--- src/rtl/round_key_store_pkg.sv ---
// round_key_store_pkg: AES round-key store sizes, types and wipe FSM state codes
package round_key_store_pkg;
  localparam int NB = 4;
  localparam int NR_128 = 10;
  localparam int NR_256 = 14;
  localparam int DEPTH = NR_256 + 1;
  localparam int KEY_W = 128;
  localparam int IDX_W = NB;
  localparam logic [0:0] ST_IDLE = 1'b0;
  localparam logic [0:0] ST_WIPE = 1'b1;
  typedef logic [KEY_W-1:0] round_key_t;
  typedef logic [IDX_W-1:0] idx_t;
endpackage

--- src/rtl/round_key_store_if.sv ---
// round_key_store_if: write/read bus of the round-key store (zeroize only with KEY_STORE_ZEROIZE_EN)
interface round_key_store_if;
  import round_key_store_pkg::*;
  logic wr_start;
  logic wr_en;
  logic wr_last;
  round_key_t wr_key;
  logic key_req;
  idx_t round_key_no;
  round_key_t key;
  logic key_valid;
  logic keys_ready;
  idx_t key_count;
  logic key_err;
  logic busy;
`ifdef KEY_STORE_ZEROIZE_EN
  logic zeroize;
`endif
  modport master (
`ifdef KEY_STORE_ZEROIZE_EN
    output zeroize,
`endif
    output wr_start, wr_en, wr_last, wr_key, key_req, round_key_no,
    input key, key_valid, keys_ready, key_count, key_err, busy
  );
  modport slave (
`ifdef KEY_STORE_ZEROIZE_EN
    input zeroize,
`endif
    input wr_start, wr_en, wr_last, wr_key, key_req, round_key_no,
    output key, key_valid, keys_ready, key_count, key_err, busy
  );
endinterface

--- src/rtl/round_key_store_key_sram_1r1w.sv ---
// key_sram_1r1w: DEPTH x KEY_W 1R1W memory, synchronous read-first with a read register
module key_sram_1r1w #(
  parameter int DEPTH = 15,
  parameter int KEY_W = 128,
  parameter int IDX_W = 4
) (
  input  logic             clk,
  input  logic             we,
  input  logic [IDX_W-1:0] waddr,
  input  logic [KEY_W-1:0] wdata,
  input  logic             re,
  input  logic [IDX_W-1:0] raddr,
  output logic [KEY_W-1:0] rdata
);
  logic [KEY_W-1:0] mem [DEPTH];
  always_ff @(posedge clk) begin
    if (we) mem[waddr] <= wdata;
    if (re) rdata <= mem[raddr];
  end
endmodule

--- src/rtl/round_key_store.sv ---
// round_key_store: round-key schedule store with 2-cycle reads; KEY_STORE_ZEROIZE_EN adds a wipe FSM
module round_key_store
  import round_key_store_pkg::*;
(
  input logic clk,
  input logic reset,
  round_key_store_if.slave bus
);
  idx_t wr_ptr, ptr_eff, wipe_ptr;
  round_key_t rd_data;
  logic wiping, start_wipe, blocked, wr_ok, wr_err, rd_v, rd_ok;
`ifdef KEY_STORE_ZEROIZE_EN
  logic [0:0] state;
  assign wiping = state == ST_WIPE;
  assign start_wipe = bus.zeroize && !wiping;
  always_ff @(posedge clk) begin
    if (reset) begin
      state <= ST_IDLE;
      wipe_ptr <= '0;
    end else begin
      state <= wiping ? (wipe_ptr == IDX_W'(DEPTH - 1) ? ST_IDLE : ST_WIPE) : (bus.zeroize ? ST_WIPE : ST_IDLE);
      wipe_ptr <= wiping ? wipe_ptr + 1'b1 : '0;
    end
  end
`else
  assign wiping = 1'b0;
  assign start_wipe = 1'b0;
  assign wipe_ptr = '0;
`endif
  assign blocked = wiping || start_wipe;
  assign bus.busy = wiping;
  // wr_start in the same cycle as wr_en restarts the schedule at slot 0
  always_comb begin
    ptr_eff = bus.wr_start ? '0 : wr_ptr;
    wr_ok = bus.wr_en && !blocked && ptr_eff != IDX_W'(DEPTH) && !(bus.keys_ready && !bus.wr_start);
    wr_err = bus.wr_en && !blocked && !wr_ok;
  end
  key_sram_1r1w #(.DEPTH(DEPTH), .KEY_W(KEY_W), .IDX_W(IDX_W)) u_sram (
    .clk   (clk),
    .we    (wr_ok || wiping),
    .waddr (wiping ? wipe_ptr : ptr_eff),
    .wdata (wiping ? '0 : bus.wr_key),
    .re    (bus.key_req),
    .raddr (bus.round_key_no),
    .rdata (rd_data)
  );
  always_ff @(posedge clk) begin
    if (reset) begin
      wr_ptr <= '0;
      bus.keys_ready <= 1'b0;
      bus.key_count <= '0;
      rd_v <= 1'b0;
      rd_ok <= 1'b0;
      bus.key <= '0;
      bus.key_valid <= 1'b0;
      bus.key_err <= 1'b0;
    end else begin
      if (start_wipe || (bus.wr_start && !blocked)) begin
        wr_ptr <= '0;
        bus.keys_ready <= 1'b0;
        bus.key_count <= '0;
      end
      if (wr_ok) begin
        wr_ptr <= ptr_eff + 1'b1;
        if (bus.wr_last) begin
          bus.keys_ready <= 1'b1;
          bus.key_count <= ptr_eff + 1'b1;
        end
      end
      rd_v <= bus.key_req;
      rd_ok <= bus.key_req && bus.keys_ready && !blocked && bus.round_key_no < bus.key_count;
      bus.key_valid <= rd_v;
      if (rd_v) bus.key <= rd_ok ? rd_data : '0;
      bus.key_err <= wr_err || (rd_v && !rd_ok);
    end
  end
endmodule

--- src/flat_wrapper.sv ---
// flat-port wrapper written by rule: the top's interface ports become plain ports
module round_key_store_flat import round_key_store_pkg::*;
  (clk, reset, bus_wr_start, bus_wr_en, bus_wr_last, bus_wr_key, bus_key_req, bus_round_key_no, bus_key, bus_key_valid, bus_keys_ready, bus_key_count, bus_key_err, bus_busy);
  round_key_store_if bus_i ();
  input logic clk;
  input logic reset;
  input wire logic [$bits(bus_i.wr_start)-1:0] bus_wr_start;
  input wire logic [$bits(bus_i.wr_en)-1:0] bus_wr_en;
  input wire logic [$bits(bus_i.wr_last)-1:0] bus_wr_last;
  input wire logic [$bits(bus_i.wr_key)-1:0] bus_wr_key;
  input wire logic [$bits(bus_i.key_req)-1:0] bus_key_req;
  input wire logic [$bits(bus_i.round_key_no)-1:0] bus_round_key_no;
  output wire logic [$bits(bus_i.key)-1:0] bus_key;
  output wire logic [$bits(bus_i.key_valid)-1:0] bus_key_valid;
  output wire logic [$bits(bus_i.keys_ready)-1:0] bus_keys_ready;
  output wire logic [$bits(bus_i.key_count)-1:0] bus_key_count;
  output wire logic [$bits(bus_i.key_err)-1:0] bus_key_err;
  output wire logic [$bits(bus_i.busy)-1:0] bus_busy;
  assign bus_i.wr_start = bus_wr_start;
  assign bus_i.wr_en = bus_wr_en;
  assign bus_i.wr_last = bus_wr_last;
  assign bus_i.wr_key = bus_wr_key;
  assign bus_i.key_req = bus_key_req;
  assign bus_i.round_key_no = bus_round_key_no;
  assign bus_key = bus_i.key;
  assign bus_key_valid = bus_i.key_valid;
  assign bus_keys_ready = bus_i.keys_ready;
  assign bus_key_count = bus_i.key_count;
  assign bus_key_err = bus_i.key_err;
  assign bus_busy = bus_i.busy;
  round_key_store u_core (.clk(clk), .reset(reset), .bus(bus_i));
endmodule
--- config.mk ---
export PLATFORM = sky130hd
export DESIGN_NAME = round_key_store_flat
export DESIGN_NICKNAME = d
export VERILOG_FILES = /design/src/rtl/round_key_store_pkg.sv /design/src/rtl/round_key_store_if.sv /design/src/rtl/round_key_store_key_sram_1r1w.sv /design/src/rtl/round_key_store.sv /design/src/flat_wrapper.sv
export SDC_FILE = /design/constraint.sdc
export NUM_CORES = 2
export LEC_CHECK = 0
export ABC_CLOCK_PERIOD_IN_PS = 22900
export BUFFER_PORTS_ARGS = -buffer_cell sky130_fd_sc_hd__buf_2
export CAP_MARGIN = 20
export CORE_MARGIN = 5
export CORE_UTILIZATION = 60
export CTS_CLUSTER_DIAMETER = 40
export DETAILED_ROUTE_END_ITERATION = 16
export MAX_ROUTING_LAYER = met4
export PLACE_DENSITY_LB_ADDON = 0.3
export SLEW_MARGIN = 30
export SYNTH_ARGS = -nofsm -noshare
export SYNTH_HDL_FRONTEND = slang
export SYNTH_SLANG_ARGS = --single-unit
export TNS_END_PERCENT = 30
--- constraint.sdc ---
create_clock -name clk -period 22.9 [get_ports clk]
set_input_delay 2.29 -clock clk [delete_from_list [all_inputs] [get_ports clk]]
set_output_delay 2.29 -clock clk [all_outputs]
set_load 0.005 [all_outputs]
==> flow_metrics.tcl <==
set metrics [dict create \
    antenna_found_initial 49 \
    synth_top_area_share 0.750 \
    finalSetupViolations 0 \
    area_growth_syn_to_layout_pct 14.1 \
    critPathRequiredTime_ps 23350 \
    core_region_area_um2 136000 \
    grt_pass1_vias 40718 \
    vias 40094 \
    use_met3 0.0592 \
    initial_utilization 0.605 \
    setup_tns_ps 0 \
    synth.avg_cell_area_um2 21.0 \
    wirelength_um 188000 \
    syn-num-nets 4054 \
    grt_setup_unrepaired "no" \
    cts-buffers-inserted 234 \
    drt-pass1-iter-count 6 \
    clockBufferDepth 3 \
    worstSetupEndpointType "register" \
    drt-vias-per-instance 6.38 \
    ios 274 \
    fin_crit_sh 0.264 \
    path_clk_slew_ps 60 \
    yosys.cell_types.count 39 \
    antenna_left 0 \
    powerDensity_nw_per_um2 91.8 \
    cts_hold_buf 0 \
    drv_slew 0 \
    clock-sinks 2189 \
    yosysTopAreaCell "edfxtp_1" \
    clk_latency_ps 870 \
    rows 135 \
    syn-instance-count 3910 \
    fin_nets 4407 \
    gr-total-overflow 0 \
    place_worst_setup_slack_ps 14830 \
    ys_seq_elements 2189 \
    worstSetupStartpointType "input port" \
    grtUsageTotal 0.270 \
    crit_fanout 47 \
    timing_worst_setup_path_type "input port to register" \
    hold_viol_final 0 \
    drive_gt1_frac 0.270 \
    ys_warn_count 0 \
    worstMarginPinSlew_ps 1060 \
    cts_htree_levels 4 \
    postCtsSetupBuffers 0 \
    dpl.hpwl_um 91800 \
    met1_usage 0.375 \
    wire_per_inst_um 29.9 \
    relSlewSlack 0.297 \
    synthTopCellsByArea "edfxtp_1 (75%), mux4_2 (13%), dfxtp_1 (3.4%)" \
    clock_skew_ps 41.0 \
    grt_pass1_wl_um 277000 \
    peakVddDrop_mv 0.0740 \
    die_x_um 380 \
    cts-root-buf "clkbuf_16" \
    ys_seq_area_frac 0.784 \
    synthesis.area_um2 82000 \
    leakage_nw 30.9 \
    fp.dieH_um 380 \
    drv_cap 0 \
    hold_slack_ps 475 \
    grt_max_degree 150 \
    fmax_mhz 165 \
    cts_tree "yes" \
    top_usage_layer "met2" \
    ctsResizeCount 0 \
    status "completed" \
    drcViolationCount 0 \
    finalWeightedCongestion 0.756 \
    worstPathArrival_ps 6510 \
    hold_class "register to register" \
    port_buffers 272 \
    fin_crit_ps 6050 \
    die-area_um2 144000 \
    fillers 8071 \
    layout_setup_ws_ps 16850 \
    drt_iter0_markers 4623 \
    globalRouteMet2Util 0.421 \
]
[path summary, 6_finish.rpt]
path,endpoint,startpoint,cells after the start,slack (ps)
worst max-delay path,u_core.u_sram.mem[14][56]$_DFFE_PP_,bus_wr_start,10,16850
worst min register to register,u_core.bus.key[121]$_SDFFE_PP0P_,u_core.u_sram.rdata[121]$_DFFE_PP_,2,470
worst max register to register,u_core.u_sram.mem[14][56]$_DFFE_PP_,u_core.wr_ptr[0]$_SDFF_PP0_,9,18400
worst min-delay path,u_core.bus.key[121]$_SDFFE_PP0P_,u_core.u_sram.rdata[121]$_DFFE_PP_,2,470
[cell usage in the layout (no fill, tap or decap), types with 11 or more instances in the layout]
| cell | instances |
|---|---|
| a211oi_1 | 35 |
| clkbuf_8 | 21 |
| o211ai_1 | 18 |
| nand2b_1 | 11 |
| a21oi_1 | 178 |
| bufinv_16 | 23 |
| clkinv_2 | 30 |
| nand2_1 | 124 |
| o21ai_0 | 119 |
| dfxtp_1 | 140 |
| buf_4 | 46 |
| nor2b_1 | 165 |
| diode_2 | 33 |
| clkinv_1 | 18 |
| nor2_1 | 133 |
| clkbuf_16 | 236 |
| edfxtp_1 | 2048 |
| clkinvlp_4 | 13 |
| mux2_2 | 19 |
| mux4_2 | 459 |
| mux2i_1 | 165 |
| buf_2 | 266 |
| clkinv_4 | 12 |
| inv_6 | 15 |
| clkbuf_1 | 57 |
[where the power goes]
part / internal [mW] / switching (mW) / leakage [nW] / total [mW]
combinational: 0.129 / 0.190 / 7.29 / 0.319
clock: 2.25 / 1.57 / 3.89 / 3.82
sequential: 4.43 / 0.0220 / 19.7 / 4.45
total: 6.81 / 1.78 / 30.9 / 8.59
[flip-flops by register name, summed over array words and instances, names as in the netlist]
register               count
u_core.u_sram.rdata      128
u_core.bus.key_valid       1
u_core.bus.keys_ready      1
u_core.rd_ok               1
u_core.bus.key_err         1
u_core.wr_ptr              4
u_core.u_sram.mem       1920
u_core.bus.key_count       4
u_core.rd_v                1
u_core.bus.key           128
[metrics by stage]
stage                     power [mW]  std cells  instance area [um2]   util
after floorplan                 4.73       3910                82000      -
after global placement          4.84       5803                85300  0.629
after detailed placement        4.85       5805                85400  0.629
after CTS                       8.64       6250                93400  0.689
after global routing            8.85       6280                93600  0.690
final                           8.59       6286                93600  0.690
[layer usage]
layer | wire length (um) | up-vias
met2 | 93000 | 2033
met5 | 0 | -
met1 | 73600 | 21070
met4 | 3700 | 0
met3 | 17500 | 279
li1 | - | 16712
[cell usage after synthesis]
cell,n
a211oi_1,35
a21oi_1,178
a2111oi_0,3
o22ai_1,9
buf_4,43
nor2b_1,165
a21o_1,2
or2_2,2
buf_6,3
buf_1,21
mux4_2,459
nand3b_1,2
o211ai_1,18
nor4_1,9
ha_1,6
o31ai_1,1
mux2i_1,165
xor2_1,1
and3_1,2
nand3_1,2
o21ai_1,1
edfxtp_1,2048
dfxtp_1,141
o32ai_1,9
xnor2_1,2
nand2_1,124
conb_1,1
nor2_1,137
o21ai_0,119
nor3_1,3
and2_1,1
inv_1,9
mux2_2,19
buf_2,43
nand2b_1,11
o21a_1,1
clkbuf_1,113
or4b_2,1
a31oi_1,1
[layout make-up]
class,count,area (um2),area share
clock inverter,131,1620,0.0173
sequential,2189,64300,0.687
clock buffer,314,6410,0.0685
timing repair buffer,340,2160,0.0231
multi-input combinational,1489,16700,0.179
tap,1781,2230,0.0238
antenna,33,82.6,0.000882
inverter,9,33.8,0.000361
[logic make-up after synthesis]
group / synth area share
multiplexers: 0.149
flip-flops: 0.784
XOR/XNOR: 0.000320
AO/OA/AOI/OAI: 0.0254
other: 0.0000457
buffers and inverters: 0.0135
adder cells (fa/ha/maj): 0.000915
AND/OR/NAND/NOR: 0.0270
[worst max-delay path: stages]
cell      delay, ps
buf_2           350
nand2b_1        250
inv_1            90
ha_1            240
a31oi_1         260
o21ai_2         230
nor2_1          200
and3_4          740
buf_4           850
buf_4           860
(Power assumes the default switching activity.)
